$ cat config.mk
export PLATFORM = sky130hd
export DESIGN_NAME = lsu
export DESIGN_NICKNAME = d
export VERILOG_FILES = /design/src/rtl/lsu.sv
export SDC_FILE = /design/constraint.sdc
export NUM_CORES = 1
export LEC_CHECK = 0
export ABC_AREA = 1
export CAP_MARGIN = 20
export CORE_AREA = 2 2 242 244
export CTS_CLUSTER_DIAMETER = 150
export DETAILED_ROUTE_END_ITERATION = 6
export DIE_AREA = 0 0 244 246
export GPL_ROUTABILITY_DRIVEN = 0
export GPL_TIMING_DRIVEN = 0
export PLACE_DENSITY = 0.66
export SLEW_MARGIN = 40
export SYNTH_ARGS = -nofsm -noshare
export SYNTH_HDL_FRONTEND = slang
export SYNTH_SLANG_ARGS = --single-unit
$ cat constraint.sdc
create_clock -name i_clk -period 1.5 [get_ports i_clk]
set_input_delay 0.225 -clock i_clk [delete_from_list [all_inputs] [get_ports i_clk]]
set_output_delay 0.225 -clock i_clk [all_outputs]
set_load 0.01 [all_outputs]
$ cat src/rtl/lsu.sv
// Load/store stage: issues one data-memory request per memory op, aligns
// and extends load data, and registers every result toward writeback.
module lsu #(
    parameter int AW = 64,
    parameter int DW = 64
) (
    input  logic          i_clk,
    input  logic          i_rst_n,
    input  logic          i_ex_valid,
    output logic          o_ex_ready,
    input  logic [AW-1:0] i_mem_addr,
    input  logic [DW-1:0] i_mem_wdata,
    input  logic [10:0]   i_ls_info,
    input  logic          i_mem_read,
    input  logic          i_mem_write,
    input  logic          i_rd_wen,
    input  logic [4:0]    i_rd_addr,
    input  logic [DW-1:0] i_rd_data,
    output logic          o_dmem_req,
    output logic          o_dmem_we,
    output logic [AW-1:0] o_dmem_addr,
    output logic [DW-1:0] o_dmem_wdata,
    output logic [7:0]    o_dmem_wstrb,
    input  logic          i_dmem_gnt,
    input  logic          i_dmem_rvalid,
    input  logic [DW-1:0] i_dmem_rdata,
    output logic          o_wb_valid,
    output logic          o_wb_rd_wen,
    output logic [4:0]    o_wb_rd_addr,
    output logic [DW-1:0] o_wb_rd_data,
    output logic          o_misalign,
    output logic [AW-1:0] o_bad_addr,
    output logic [DW-1:0] o_fwd_rd_data
);

    typedef enum logic [1:0] {
        IDLE,
        REQ,
        WAIT
    } state_t;

    state_t state;

    logic [2:0] off_q;
    logic [1:0] size_q;
    logic       sgn_q;
    logic       load_q;
    logic       rd_wen_q;
    logic [4:0] rd_addr_q;

    logic          is_load;
    logic          is_store;
    logic          is_mem;
    logic [1:0]    size_d;
    logic          sgn_d;
    logic          misal;
    logic [7:0]    strb_base;
    logic [7:0]    strb_d;
    logic [DW-1:0] wdata_d;
    logic [DW-1:0] rshift;
    logic [DW-1:0] ldata;

    assign o_ex_ready    = (state == IDLE);
    assign o_fwd_rd_data = i_rd_data;

    // Read wins when both flags are set; a missing width bit means doubleword.
    always_comb begin
        is_load  = i_mem_read;
        is_store = i_mem_write & ~i_mem_read;
        is_mem   = is_load | is_store;
        size_d   = 2'd3;
        sgn_d    = 1'b0;
        if (is_load) begin
            unique case (1'b1)
                i_ls_info[10]: begin size_d = 2'd0; sgn_d = 1'b1; end
                i_ls_info[9]:  begin size_d = 2'd1; sgn_d = 1'b1; end
                i_ls_info[8]:  begin size_d = 2'd2; sgn_d = 1'b1; end
                i_ls_info[7]:  size_d = 2'd3;
                i_ls_info[6]:  size_d = 2'd0;
                i_ls_info[5]:  size_d = 2'd1;
                i_ls_info[4]:  size_d = 2'd2;
                default:       size_d = 2'd3;
            endcase
        end else if (is_store) begin
            unique case (1'b1)
                i_ls_info[3]: size_d = 2'd0;
                i_ls_info[2]: size_d = 2'd1;
                i_ls_info[1]: size_d = 2'd2;
                i_ls_info[0]: size_d = 2'd3;
                default:      size_d = 2'd3;
            endcase
        end
    end

    always_comb begin
        unique case (size_d)
            2'd0: begin misal = 1'b0;               strb_base = 8'h01; end
            2'd1: begin misal = i_mem_addr[0];      strb_base = 8'h03; end
            2'd2: begin misal = |i_mem_addr[1:0];   strb_base = 8'h0F; end
            default: begin misal = |i_mem_addr[2:0]; strb_base = 8'hFF; end
        endcase
        strb_d  = strb_base << i_mem_addr[2:0];
        wdata_d = i_mem_wdata << {i_mem_addr[2:0], 3'b000};
    end

    always_comb begin
        rshift = i_dmem_rdata >> {off_q, 3'b000};
        unique case (size_q)
            2'd0: ldata = {{56{sgn_q & rshift[7]}}, rshift[7:0]};
            2'd1: ldata = {{48{sgn_q & rshift[15]}}, rshift[15:0]};
            2'd2: ldata = {{32{sgn_q & rshift[31]}}, rshift[31:0]};
            default: ldata = rshift;
        endcase
    end

    always_ff @(posedge i_clk or negedge i_rst_n) begin
        if (!i_rst_n) begin
            state        <= IDLE;
            off_q        <= '0;
            size_q       <= '0;
            sgn_q        <= 1'b0;
            load_q       <= 1'b0;
            rd_wen_q     <= 1'b0;
            rd_addr_q    <= '0;
            o_dmem_req   <= 1'b0;
            o_dmem_we    <= 1'b0;
            o_dmem_addr  <= '0;
            o_dmem_wdata <= '0;
            o_dmem_wstrb <= '0;
            o_wb_valid   <= 1'b0;
            o_wb_rd_wen  <= 1'b0;
            o_wb_rd_addr <= '0;
            o_wb_rd_data <= '0;
            o_misalign   <= 1'b0;
            o_bad_addr   <= '0;
        end else begin
            o_wb_valid <= 1'b0;
            o_misalign <= 1'b0;
            unique case (state)
                IDLE: begin
                    if (i_ex_valid) begin
                        if (!is_mem) begin
                            o_wb_valid   <= 1'b1;
                            o_wb_rd_wen  <= i_rd_wen;
                            o_wb_rd_addr <= i_rd_addr;
                            o_wb_rd_data <= i_rd_data;
                        end else if (misal) begin
                            o_wb_valid   <= 1'b1;
                            o_misalign   <= 1'b1;
                            o_wb_rd_wen  <= 1'b0;
                            o_wb_rd_addr <= i_rd_addr;
                            o_wb_rd_data <= '0;
                            o_bad_addr   <= i_mem_addr;
                        end else begin
                            off_q        <= i_mem_addr[2:0];
                            size_q       <= size_d;
                            sgn_q        <= sgn_d;
                            load_q       <= is_load;
                            rd_wen_q     <= i_rd_wen;
                            rd_addr_q    <= i_rd_addr;
                            o_dmem_req   <= 1'b1;
                            o_dmem_we    <= is_store;
                            o_dmem_addr  <= {i_mem_addr[AW-1:3], 3'b000};
                            o_dmem_wdata <= wdata_d;
                            o_dmem_wstrb <= strb_d;
                            state        <= REQ;
                        end
                    end
                end
                REQ: begin
                    if (i_dmem_gnt) begin
                        o_dmem_req <= 1'b0;
                        state      <= WAIT;
                    end
                end
                WAIT: begin
                    if (i_dmem_rvalid) begin
                        o_wb_valid   <= 1'b1;
                        o_wb_rd_wen  <= load_q & rd_wen_q;
                        o_wb_rd_addr <= rd_addr_q;
                        o_wb_rd_data <= load_q ? ldata : '0;
                        state        <= IDLE;
                    end
                end
                default: state <= IDLE;
            endcase
        end
    end

endmodule

==> flow_summary.yaml <==
drt:
  dr_wl_met3_mm: 7.473
  routed_wl_mm: 81.62
  num_vias: 18560
  drtPass1Iterations: 6
  drc: 0
  wl_met2_mm: 39.46
  drt-wirelength-per-cell_um: 21.93
  ant_nets: 0
  highest_layer: "met5"
  via_per_inst: 4.985
  wl_met1_mm: 30.24
  drtIter0Drc: 1909
timing:
  fin_skew_ns: 0.03996
  timing.setup.tns_ns: -124.04
  hold_violations: 0
  finalMaxSlewViolations: 0
  post-route-min-period_ns: 1.962
  rsz0062_at_grt: "true"
  fin_ws_ns: -0.4624
  worst_slew_pin_slew_ns: 0.7765
  fin_crit_sh_pct: 130.8
  relSlewSlack_pct: 47.58
  max_freq_ghz: 0.5096
  setup_viol: 612
placement:
  place_hpwl_mm: 60.62
  port_buffers: 611
  place_area_um2: 23110
  preCtsSetupSlack_ns: -1.493
grt:
  antenna_found_initial: 5
  globalRouteOverflowTotal: 0
  grt_max_degree: 75
  grt_usage_pct: 26.00
  grt_first_pass_wirelength_mm: 117.1
  grt_pass1_vias: 18280
logic_synthesis:
  synth_area_leaders: "dfrtp_1, nand2_1, o21ai_0"
  synthFlopType: "dfrtp_1"
  synth_commonest_cells: "nand2_1, o21ai_0, dfrtp_1"
  syn_area_per_cell_um2: 7.213
  ys_seq_area_share_pct: 45.37
  ys.warnings.count: 0
  yosysTopAreaCellShare_pct: 45.37
  synth_edf_count: 0
  asyncSetResetFlopFracSynth_pct: 100.0
  synth_cells: 2187
  yosysTopAreaCell: "dfrtp_1"
  yosys_register_bits: 286
  yosysMostFrequentCell: "nand2_1"
  synth_area_um2: 15770
  yosysUniqueCellTypes: 38
floorplan:
  boundaryPins: 619
  row_count: 88
  die_y_um: 246
  fp.dieW_um: 244
  start_util_pct: 27.50
  coreArea_um2: 57370
  die-area_um2: 60020
worst_setup_path:
  critPathKind: "register to register"
  cp_data_arrival_time_ns: 2.40
  required_ns: 1.93
  critical_path.max_fanout: 10
  end_kind: "register"
  cp-start-kind: "register"
power_and_ir_drop:
  comb_power_share_pct: 49.4
  power_frac_clock_pct: 22.8
  p_sw_share_pct: 39.29
  p_leak_nw: 12.81
  pwr-share-seq_pct: 27.8
  power.switching_mw: 15.99
  p_int_mw: 24.70
  powerDensity_nw_per_um2: 1509
  vdd_drop_max_mv: 1.067
finish:
  multi_input_area_um2: 8113
  fin_area_um2: 26960
  area_growth_pct: 70.94
  fillers: 5558
  num-nets-final: 3205
  drive_above_1_share_pct: 21.04
  final-seq-area_um2: 7159
flow_run:
  drv_cap: 0
cts:
  cts_root_buf: "clkbuf_16"
  clkSinkCount: 286
  clockBufferDepth: 3
  path_clk_slew_ns: 0.06
  cts_tree: "built"
  h-tree-depth: 2
  clk_latency_ns: 0.58
  cts_made_buffers: 36
hold_path:
  worst_hold_path_type: "input pin to register"
outcome:
  status: "complete, but fails checks"
  violations: "setup timing"
[sequential cells by signal (all words and copies together) (netlist names), 2 cells and up]
signal,flops
rd_addr_q,5
o_dmem_addr,61
o_bad_addr,64
off_q,3
state,2
o_wb_rd_addr,5
o_dmem_wdata,64
o_wb_rd_data,64
size_q,2
o_dmem_wstrb,8
[what timing repair did]
action,in CTS,in global routing
pin swaps,48,54
hold buffers,1,0
buffers inserted,46,21
endpoints found under the setup margin,622,613
endpoints found under the hold margin,76,0
gates resized for setup,397,215
cloned,9,8
[power groups by stage]
stage	Clock [mW]	Combinational, mW	Sequential (mW)
4_1_cts	9.50	18.0	11.3
2_1_floorplan	0	6.32	12.2
6_report	9.27	20.1	11.3
3_3_place_gp	0	15.9	11.3
5_1_grt	9.79	21.3	11.6
3_5_place_dp	0	16.0	11.3
[cells by family (layout without fill, tap and decap cells)]
logic type             count (synthesis)  count (layout)  share of synthesized area [%]
DFF                                  286             286                          45.37
AOI/OAI and AO/OA                    395             395                          13.54
muxes                                 22              22                          1.396
buffers and inverters                344            1107                          11.12
other                                  1               8                        0.02377
and+or+nand+nor                     1139            1139                          28.55
[cells in the final DEF, fill, tap and decap left out, drive strengths merged, types with 11 or more instances in the layout]
cell           synthesis  layout
clkbuf                54     106
o21ai                299     299
nor2                  37      37
buf                  158     239
clkdlybuf4s50          0     584
dfrtp                286     286
nand3                108     108
mux2i                 22      22
dlygate4sd2            0      16
a21oi                 42      42
nand2                975     975
o211ai                11      11
inv                  131     134
[metal layers]
layer	vias up	global-route usage, %
met5	-	0
met4	4	11.33
met3	297	6.580
met2	1149	44.92
met1	8667	30.50
li1	8438	-
[area by class of cell]
| class | count | share of cell area, % |
|---|---|---|
| diodes | 5 | 0.04640 |
| plain buffers | 210 | 6.501 |
| clock buffers | 47 | 3.717 |
| clock inverters | 18 | 0.8909 |
| inverters | 132 | 1.977 |
| multi-input cells | 1559 | 30.09 |
| flip-flops and latches | 286 | 26.55 |
| well taps | 765 | 3.550 |
| repair buffers | 699 | 26.65 |
| repair inverters | 1 | 0.02320 |
[critical path: stages (launching register included)]
cell and delay, ns:
dfrtp_1 0.43, inv_2 0.15, buf_8 0.17, buf_4 0.25, nand3_1 0.21, o21ai_2 0.12
nand2_1 0.09, nand3_2 0.12, nand2_1 0.05, nand2_1 0.09, nand2_1 0.06, nand2_1 0.06
nand2_1 0.05
[final timing paths]
path                       slack, ns                          from  depth (start not counted)                      endpoint
max                            -0.46          off_q[1]$_DFFE_PN0P_                         12  o_wb_rd_data[14]$_DFFE_PN0P_
min                             0.18                 i_ls_info[10]                          3             sgn_q$_DFFE_PN0P_
max reg2reg                    -0.46          off_q[1]$_DFFE_PN0P_                         12  o_wb_rd_data[14]$_DFFE_PN0P_
min reg2reg                     0.48  o_wb_rd_data[22]$_DFFE_PN0P_                          2  o_wb_rd_data[22]$_DFFE_PN0P_
max in group asynchronous       0.14                       i_rst_n                          4  o_dmem_wdata[20]$_DFFE_PN0P_
min in group asynchronous       0.21                       i_rst_n                          2          o_wb_valid$_DFF_PN0_
[through the flow]
stage          hold WS [ns]  util, %  power, mW  std cells
6_report             0.1791    47.00      40.69       3722
5_1_grt              0.2181    46.98      42.62       3717
4_1_cts              0.1731    45.19      38.82       3690
3_5_place_dp         0.1750    40.29      27.29       3569
3_3_place_gp         0.4627    40.09      27.21       3565
2_1_floorplan      -0.07059        -      18.54       2189
Note: power is estimated with default switching activity, not from simulation.
